`src/rtl/ps2_keyboard_rx_if.sv`:
```
// PS/2 receiver bus: raw keyboard pins in, decoded key events out.
interface ps2_keyboard_rx_if;
    logic       PS2_clk;
    logic       PS2_data;
    logic [7:0] code;
    logic       extended;
    logic       released;
    logic       code_valid;
    logic       frame_err;
    logic [3:0] key_state;

    // Receiver side: samples the pins, drives the event outputs.
    modport master (
        input  PS2_clk, PS2_data,
        output code, extended, released, code_valid, frame_err, key_state
    );

    // Keyboard/consumer side: drives the pins, observes events.
    modport slave (
        output PS2_clk, PS2_data,
        input  code, extended, released, code_valid, frame_err, key_state
    );
endinterface

```
`src/rtl/ps2_keyboard_rx.sv`:
```
// PS/2 keyboard receiver: pin conditioning, 11-bit frame deframing,
// E0/F0 prefix decoding and held-key flags for the four paddle keys.
module ps2_keyboard_rx #(
    parameter int unsigned FILTER_LEN     = 8,
    parameter int unsigned TIMEOUT_CYCLES = 100000
) (
    input logic            clk,
    input logic            rst,
    ps2_keyboard_rx_if.master bus
);
    localparam int unsigned TW = $clog2(TIMEOUT_CYCLES + 1);

    typedef enum logic [1:0] {IDLE, DATA, PARITY, STOP} state_t;

    logic [1:0] clk_sync_q, data_sync_q;
    logic       clk_filt_q, clk_filt_d, data_filt_q, data_filt_d;
    logic [7:0] clk_run_q, clk_run_d, data_run_q, data_run_d;
    logic       clk_prev_q;
    logic       fall, sample;

    state_t     state_q;
    logic [2:0] bit_cnt_q;
    logic [7:0] shift_q;
    logic       parity_ok_q;
    logic [TW-1:0] to_cnt_q;
    logic       ext_pending_q, brk_pending_q;
    logic [7:0] code_q;
    logic       extended_q, released_q, code_valid_q, frame_err_q;
    logic [3:0] key_state_q;

    // Level filter: flip only after FILTER_LEN consecutive differing samples.
    always_comb begin
        clk_filt_d  = clk_filt_q;
        clk_run_d   = '0;
        data_filt_d = data_filt_q;
        data_run_d  = '0;
        if (clk_sync_q[1] != clk_filt_q) begin
            if (clk_run_q == 8'(FILTER_LEN - 1)) clk_filt_d = clk_sync_q[1];
            else                                 clk_run_d  = clk_run_q + 8'd1;
        end
        if (data_sync_q[1] != data_filt_q) begin
            if (data_run_q == 8'(FILTER_LEN - 1)) data_filt_d = data_sync_q[1];
            else                                  data_run_d  = data_run_q + 8'd1;
        end
    end

    // Synchronisers, filter state and previous filtered clock for edge detect.
    always_ff @(posedge clk) begin
        if (rst) begin
            clk_sync_q  <= 2'b11;
            data_sync_q <= 2'b11;
            clk_filt_q  <= 1'b1;
            data_filt_q <= 1'b1;
            clk_run_q   <= '0;
            data_run_q  <= '0;
            clk_prev_q  <= 1'b1;
        end else begin
            clk_sync_q  <= {clk_sync_q[0], bus.PS2_clk};
            data_sync_q <= {data_sync_q[0], bus.PS2_data};
            clk_filt_q  <= clk_filt_d;
            data_filt_q <= data_filt_d;
            clk_run_q   <= clk_run_d;
            data_run_q  <= data_run_d;
            clk_prev_q  <= clk_filt_q;
        end
    end

    assign fall   = clk_prev_q & ~clk_filt_q;
    assign sample = data_filt_q;

    // Deframer, timeout, prefix decoding and registered event outputs.
    always_ff @(posedge clk) begin
        if (rst) begin
            state_q       <= IDLE;
            bit_cnt_q     <= '0;
            shift_q       <= '0;
            parity_ok_q   <= 1'b0;
            to_cnt_q      <= '0;
            ext_pending_q <= 1'b0;
            brk_pending_q <= 1'b0;
            code_q        <= '0;
            extended_q    <= 1'b0;
            released_q    <= 1'b0;
            code_valid_q  <= 1'b0;
            frame_err_q   <= 1'b0;
            key_state_q   <= '0;
        end else begin
            code_valid_q <= 1'b0;
            frame_err_q  <= 1'b0;
            // An edge always wins over a timeout landing on the same cycle.
            if (fall) begin
                to_cnt_q <= '0;
                case (state_q)
                    IDLE: begin
                        if (!sample) begin
                            state_q   <= DATA;
                            bit_cnt_q <= '0;
                        end
                    end
                    DATA: begin
                        shift_q   <= {sample, shift_q[7:1]};
                        bit_cnt_q <= bit_cnt_q + 3'd1;
                        if (bit_cnt_q == 3'd7) state_q <= PARITY;
                    end
                    PARITY: begin
                        parity_ok_q <= (^shift_q) ^ sample;
                        state_q     <= STOP;
                    end
                    STOP: begin
                        state_q <= IDLE;
                        if (sample && parity_ok_q) begin
                            if (shift_q == 8'hE0) begin
                                ext_pending_q <= 1'b1;
                            end else if (shift_q == 8'hF0) begin
                                brk_pending_q <= 1'b1;
                            end else begin
                                code_q        <= shift_q;
                                extended_q    <= ext_pending_q;
                                released_q    <= brk_pending_q;
                                code_valid_q  <= 1'b1;
                                ext_pending_q <= 1'b0;
                                brk_pending_q <= 1'b0;
                                case ({ext_pending_q, shift_q})
                                    9'h01D:  key_state_q[0] <= ~brk_pending_q;
                                    9'h01B:  key_state_q[1] <= ~brk_pending_q;
                                    9'h175:  key_state_q[2] <= ~brk_pending_q;
                                    9'h172:  key_state_q[3] <= ~brk_pending_q;
                                    default: ;
                                endcase
                            end
                        end else begin
                            frame_err_q   <= 1'b1;
                            ext_pending_q <= 1'b0;
                            brk_pending_q <= 1'b0;
                        end
                    end
                    default: state_q <= IDLE;
                endcase
            end else if (state_q != IDLE) begin
                if (to_cnt_q == TW'(TIMEOUT_CYCLES - 1)) begin
                    state_q       <= IDLE;
                    frame_err_q   <= 1'b1;
                    ext_pending_q <= 1'b0;
                    brk_pending_q <= 1'b0;
                    bit_cnt_q     <= '0;
                    to_cnt_q      <= '0;
                end else begin
                    to_cnt_q <= to_cnt_q + TW'(1);
                end
            end else begin
                to_cnt_q <= '0;
            end
        end
    end

    assign bus.code       = code_q;
    assign bus.extended   = extended_q;
    assign bus.released   = released_q;
    assign bus.code_valid = code_valid_q;
    assign bus.frame_err  = frame_err_q;
    assign bus.key_state  = key_state_q;
endmodule

```
`src/flat_wrapper.sv`:
```
// flat-port wrapper written by rule: the top's interface ports become plain ports
module ps2_keyboard_rx_flat 
#(
    parameter int unsigned FILTER_LEN     = 8,
    parameter int unsigned TIMEOUT_CYCLES = 100000
)
  (clk, rst, bus_PS2_clk, bus_PS2_data, bus_code, bus_extended, bus_released, bus_code_valid, bus_frame_err, bus_key_state);
  ps2_keyboard_rx_if bus_i ();
  input logic clk;
  input logic rst;
  input wire logic [$bits(bus_i.PS2_clk)-1:0] bus_PS2_clk;
  input wire logic [$bits(bus_i.PS2_data)-1:0] bus_PS2_data;
  output wire logic [$bits(bus_i.code)-1:0] bus_code;
  output wire logic [$bits(bus_i.extended)-1:0] bus_extended;
  output wire logic [$bits(bus_i.released)-1:0] bus_released;
  output wire logic [$bits(bus_i.code_valid)-1:0] bus_code_valid;
  output wire logic [$bits(bus_i.frame_err)-1:0] bus_frame_err;
  output wire logic [$bits(bus_i.key_state)-1:0] bus_key_state;
  assign bus_i.PS2_clk = bus_PS2_clk;
  assign bus_i.PS2_data = bus_PS2_data;
  assign bus_code = bus_i.code;
  assign bus_extended = bus_i.extended;
  assign bus_released = bus_i.released;
  assign bus_code_valid = bus_i.code_valid;
  assign bus_frame_err = bus_i.frame_err;
  assign bus_key_state = bus_i.key_state;
  ps2_keyboard_rx #(.FILTER_LEN(FILTER_LEN), .TIMEOUT_CYCLES(TIMEOUT_CYCLES)) u_core (.clk(clk), .rst(rst), .bus(bus_i));
endmodule
```
`config.mk`:
```
export PLATFORM = sky130hd
export DESIGN_NAME = ps2_keyboard_rx_flat
export DESIGN_NICKNAME = d
export VERILOG_FILES = /design/src/rtl/ps2_keyboard_rx_if.sv /design/src/rtl/ps2_keyboard_rx.sv /design/src/flat_wrapper.sv
export SDC_FILE = /design/constraint.sdc
export NUM_CORES = 1
export LEC_CHECK = 0
export ABC_AREA = 1
export CAP_MARGIN = 0
export CELL_PAD_IN_SITES_DETAIL_PLACEMENT = 1
export CELL_PAD_IN_SITES_GLOBAL_PLACEMENT = 1
export CORE_MARGIN = 3
export CORE_UTILIZATION = 44
export DETAILED_ROUTE_END_ITERATION = 8
export PLACE_DENSITY_LB_ADDON = 0.1
export SLEW_MARGIN = 15
export SYNTH_ARGS = -nofsm -noshare
export SYNTH_HDL_FRONTEND = slang
export SYNTH_SLANG_ARGS = --single-unit
```
`constraint.sdc`:
```
create_clock -name clk -period 1.9 [get_ports clk]
set_input_delay 0.38 -clock clk [delete_from_list [all_inputs] [get_ports clk]]
set_output_delay 0.38 -clock clk [all_outputs]
set_load 0.05 [all_outputs]
```
==> results.json <==
{
  "outcome": "finished clean",
  "hold_class": "reg2reg",
  "clock_skew_ns": 0.00916,
  "ys_seq_elements": 72,
  "hold_viol": 0,
  "synth_top_area_cell": "dfxtp_1",
  "crit_slowest_cell": "clkdlybuf4s50_1",
  "track_usage_pct": 19.6,
  "drive_above_1_share_pct": 11.8,
  "ys_types": 36,
  "max_freq_mhz": 547,
  "placed_cells": 574,
  "via_per_inst": 4.97,
  "stdcell_count": 591,
  "syn-num-nets": 484,
  "die_w_um": 95.0,
  "min_period_over_period_pct": 96.2,
  "final.setup.tns_ns": 0,
  "antenna_cells": 0,
  "p_leak_nw": 1.79,
  "final_net_count": 515,
  "ctsHoldBuffers": 0,
  "ys_seq_area_share_pct": 41.3,
  "critical_path_buf_inv_count": 1,
  "start_kind": "flop",
  "area_growth_syn_to_layout_pct": 16.5,
  "hpwl_mm": 5.79,
  "final_common_cell": "nand2_1",
  "gp_congestion": 0.801,
  "ctsHtreeMaxLevel": 3,
  "grt_setup_unrepaired": "no",
  "setup_viol": 0,
  "synth_area_um2": 3490,
  "antenna_found_initial": 0,
  "clockBufferDepth": 2,
  "synth_edf_count": 0,
  "async_reset_ff_share_pct": 0,
  "drt_iter0_drc": 88,
  "crit_fanout": 1,
  "finalCriticalPeriod_ns": 1.83,
  "power_density_nw_per_um2": 706,
  "nFillCells": 940,
  "cap_viol_max_count": 0,
  "crit_path_end_kind": "output port",
  "post-route-drc-count": 0,
  "synth_cells": 457,
  "firstDrtPassIters": 4,
  "cp_data_arrival_time_ns": 1.45,
  "relSlewSlack_pct": 56.3,
  "crit_chain": "clkdlybuf4s50_1",
  "core_um2": 7490,
  "setup.worst_path.class": "reg2out",
  "avgSynthCellArea_um2": 7.63,
  "synth_top_area_share_pct": 41.3,
  "port_buffers": 19,
  "numCtsBuffers": 9,
  "synth_flop_cell": "dfxtp_1",
  "cp_data_required_time_ns": 1.52,
  "die_height_um": 95.0,
  "initial_utilization_pct": 46.6,
  "dieArea_um2": 9030,
  "cts.clk_slew.worst_paths_ns": 0.07,
  "overflow": 0,
  "ir_drop_mv": 0.403,
  "routedWlPerCell_um": 13.3,
  "final_antenna_net_count": 0,
  "drv_slew": 0,
  "row_count": 31,
  "synth_warnings": 0,
  "grt_pass1_vias": 3014,
  "slowest_delay_ns": 0.79,
  "cts.sinks": 72,
  "routed-via-count": 2936,
  "clock-root-buffer": "clkbuf_8",
  "worst_pin_slew_ns": 0.652,
  "ios": 20,
  "final_cell_mix": "nand2_1, dfxtp_1, inv_1, nor2_1, a21oi_1",
  "grt_max_degree": 24,
  "yosys-top-cells-area": "dfxtp_1, ha_1, nand2_1",
  "cts_tree": "built",
  "totalWireLength_mm": 7.88,
  "grt_pass1_wl_mm": 14.0,
  "critPathTopFamily": "buffers and inverters",
  "clkLatencyLatePin_ns": 0.35
}
[cell usage after synthesis, types with 3 or more instances]
master	n
nand4_1	9
dfxtp_1	72
nand2_2	5
a21oi_1	28
xnor2_1	5
nor3_1	13
ha_1	23
nand3_1	19
or2_2	5
nand3_2	6
o21ai_0	17
xor2_1	10
nand2_1	75
nor2_2	5
inv_2	3
a21oi_2	5
o21ai_1	9
nor2_1	62
inv_1	62
clkbuf_1	3
[cells by family (layout without fill, tap and decap cells)]
kind of cell    after synthesis  in the layout  synth area share [%]
simple gates                207            207                  27.9
buf+inv                      76            111                  8.79
flops                        72             72                  41.3
compound gates               64             64                  10.0
fa+ha+maj                    23             23                  8.25
xor+xnor                     15             15                  3.77
[path summary, 6_finish.rpt]
path                                            start              endpoint  slack (ns)  cells after the start
worst min-delay path             u_core.clk_sync_q[0]  u_core.clk_sync_q[1]        0.41                      1
worst max register to register      u_core.shift_q[2]    u_core.bus.code[1]        0.20                     10
worst min register to register   u_core.clk_sync_q[0]  u_core.clk_sync_q[1]        0.41                      1
worst max-delay path            u_core.bus.code_valid        bus_code_valid        0.07                      1
[per-stage QoR]
stage	power [mW]	setup slack [ns]	hold slack, ns	instance area (um2)	utilization (%)
after global placement	1.60	0.114	0.392	3830	51.1
after global routing	2.98	0.0216	0.432	4060	54.3
after floorplan	1.57	0.397	0.389	3490	-
final	2.87	0.0716	0.412	4060	54.3
after CTS	2.90	0.00381	0.414	4020	53.7
after detailed placement	1.60	0.0640	0.395	3830	51.1
[report_power, final]
part           internal [mW]  switching [mW]  leakage, nW
Sequential              1.51         0.00235        0.581
Clock                  0.729           0.574        0.103
Combinational         0.0208          0.0271         1.10
Total                   2.26           0.604         1.79
[sequential cells by signal (all words and copies together), names as in the netlist]
register / count
u_core.bit_cnt_q: 3
u_core.brk_pending_q: 1
u_core.bus.code: 8
u_core.bus.code_valid: 1
u_core.bus.extended: 1
u_core.bus.frame_err: 1
u_core.bus.key_state: 4
u_core.bus.released: 1
u_core.clk_filt_q: 1
u_core.clk_prev_q: 1
u_core.clk_run_q: 8
u_core.clk_sync_q: 2
u_core.data_filt_q: 1
u_core.data_run_q: 8
u_core.data_sync_q: 2
u_core.ext_pending_q: 1
u_core.parity_ok_q: 1
u_core.shift_q: 8
u_core.state_q: 2
u_core.to_cnt_q: 17
[area by class of cell]
cell class                 count  area [um2]  share of cell area, %
clock buffer                  11         131                   3.23
clock inverter                 4        70.1                   1.72
inverter                      69         263                   6.47
multi-input combinational    309        1740                   42.8
sequential                    72        1440                   35.5
tap                           99         124                   3.05
timing repair buffer          27         293                   7.21
[layer usage]
metal	wire [um]	part of all wire, %	track usage [%]
met4	91	1.2	4.69
met3	172	2.2	5.45
met5	0	0	0
met1	3800	48	25.5
met2	3820	48	32.1
[what timing repair did]
action,CTS,global route
endpoints found under the setup margin,4,17
endpoints found under the hold margin,0,0
setup buffers,0,2
pin swaps,0,1
resized for setup,4,10
No activity file was read; power rests on OpenSTA's default activity.
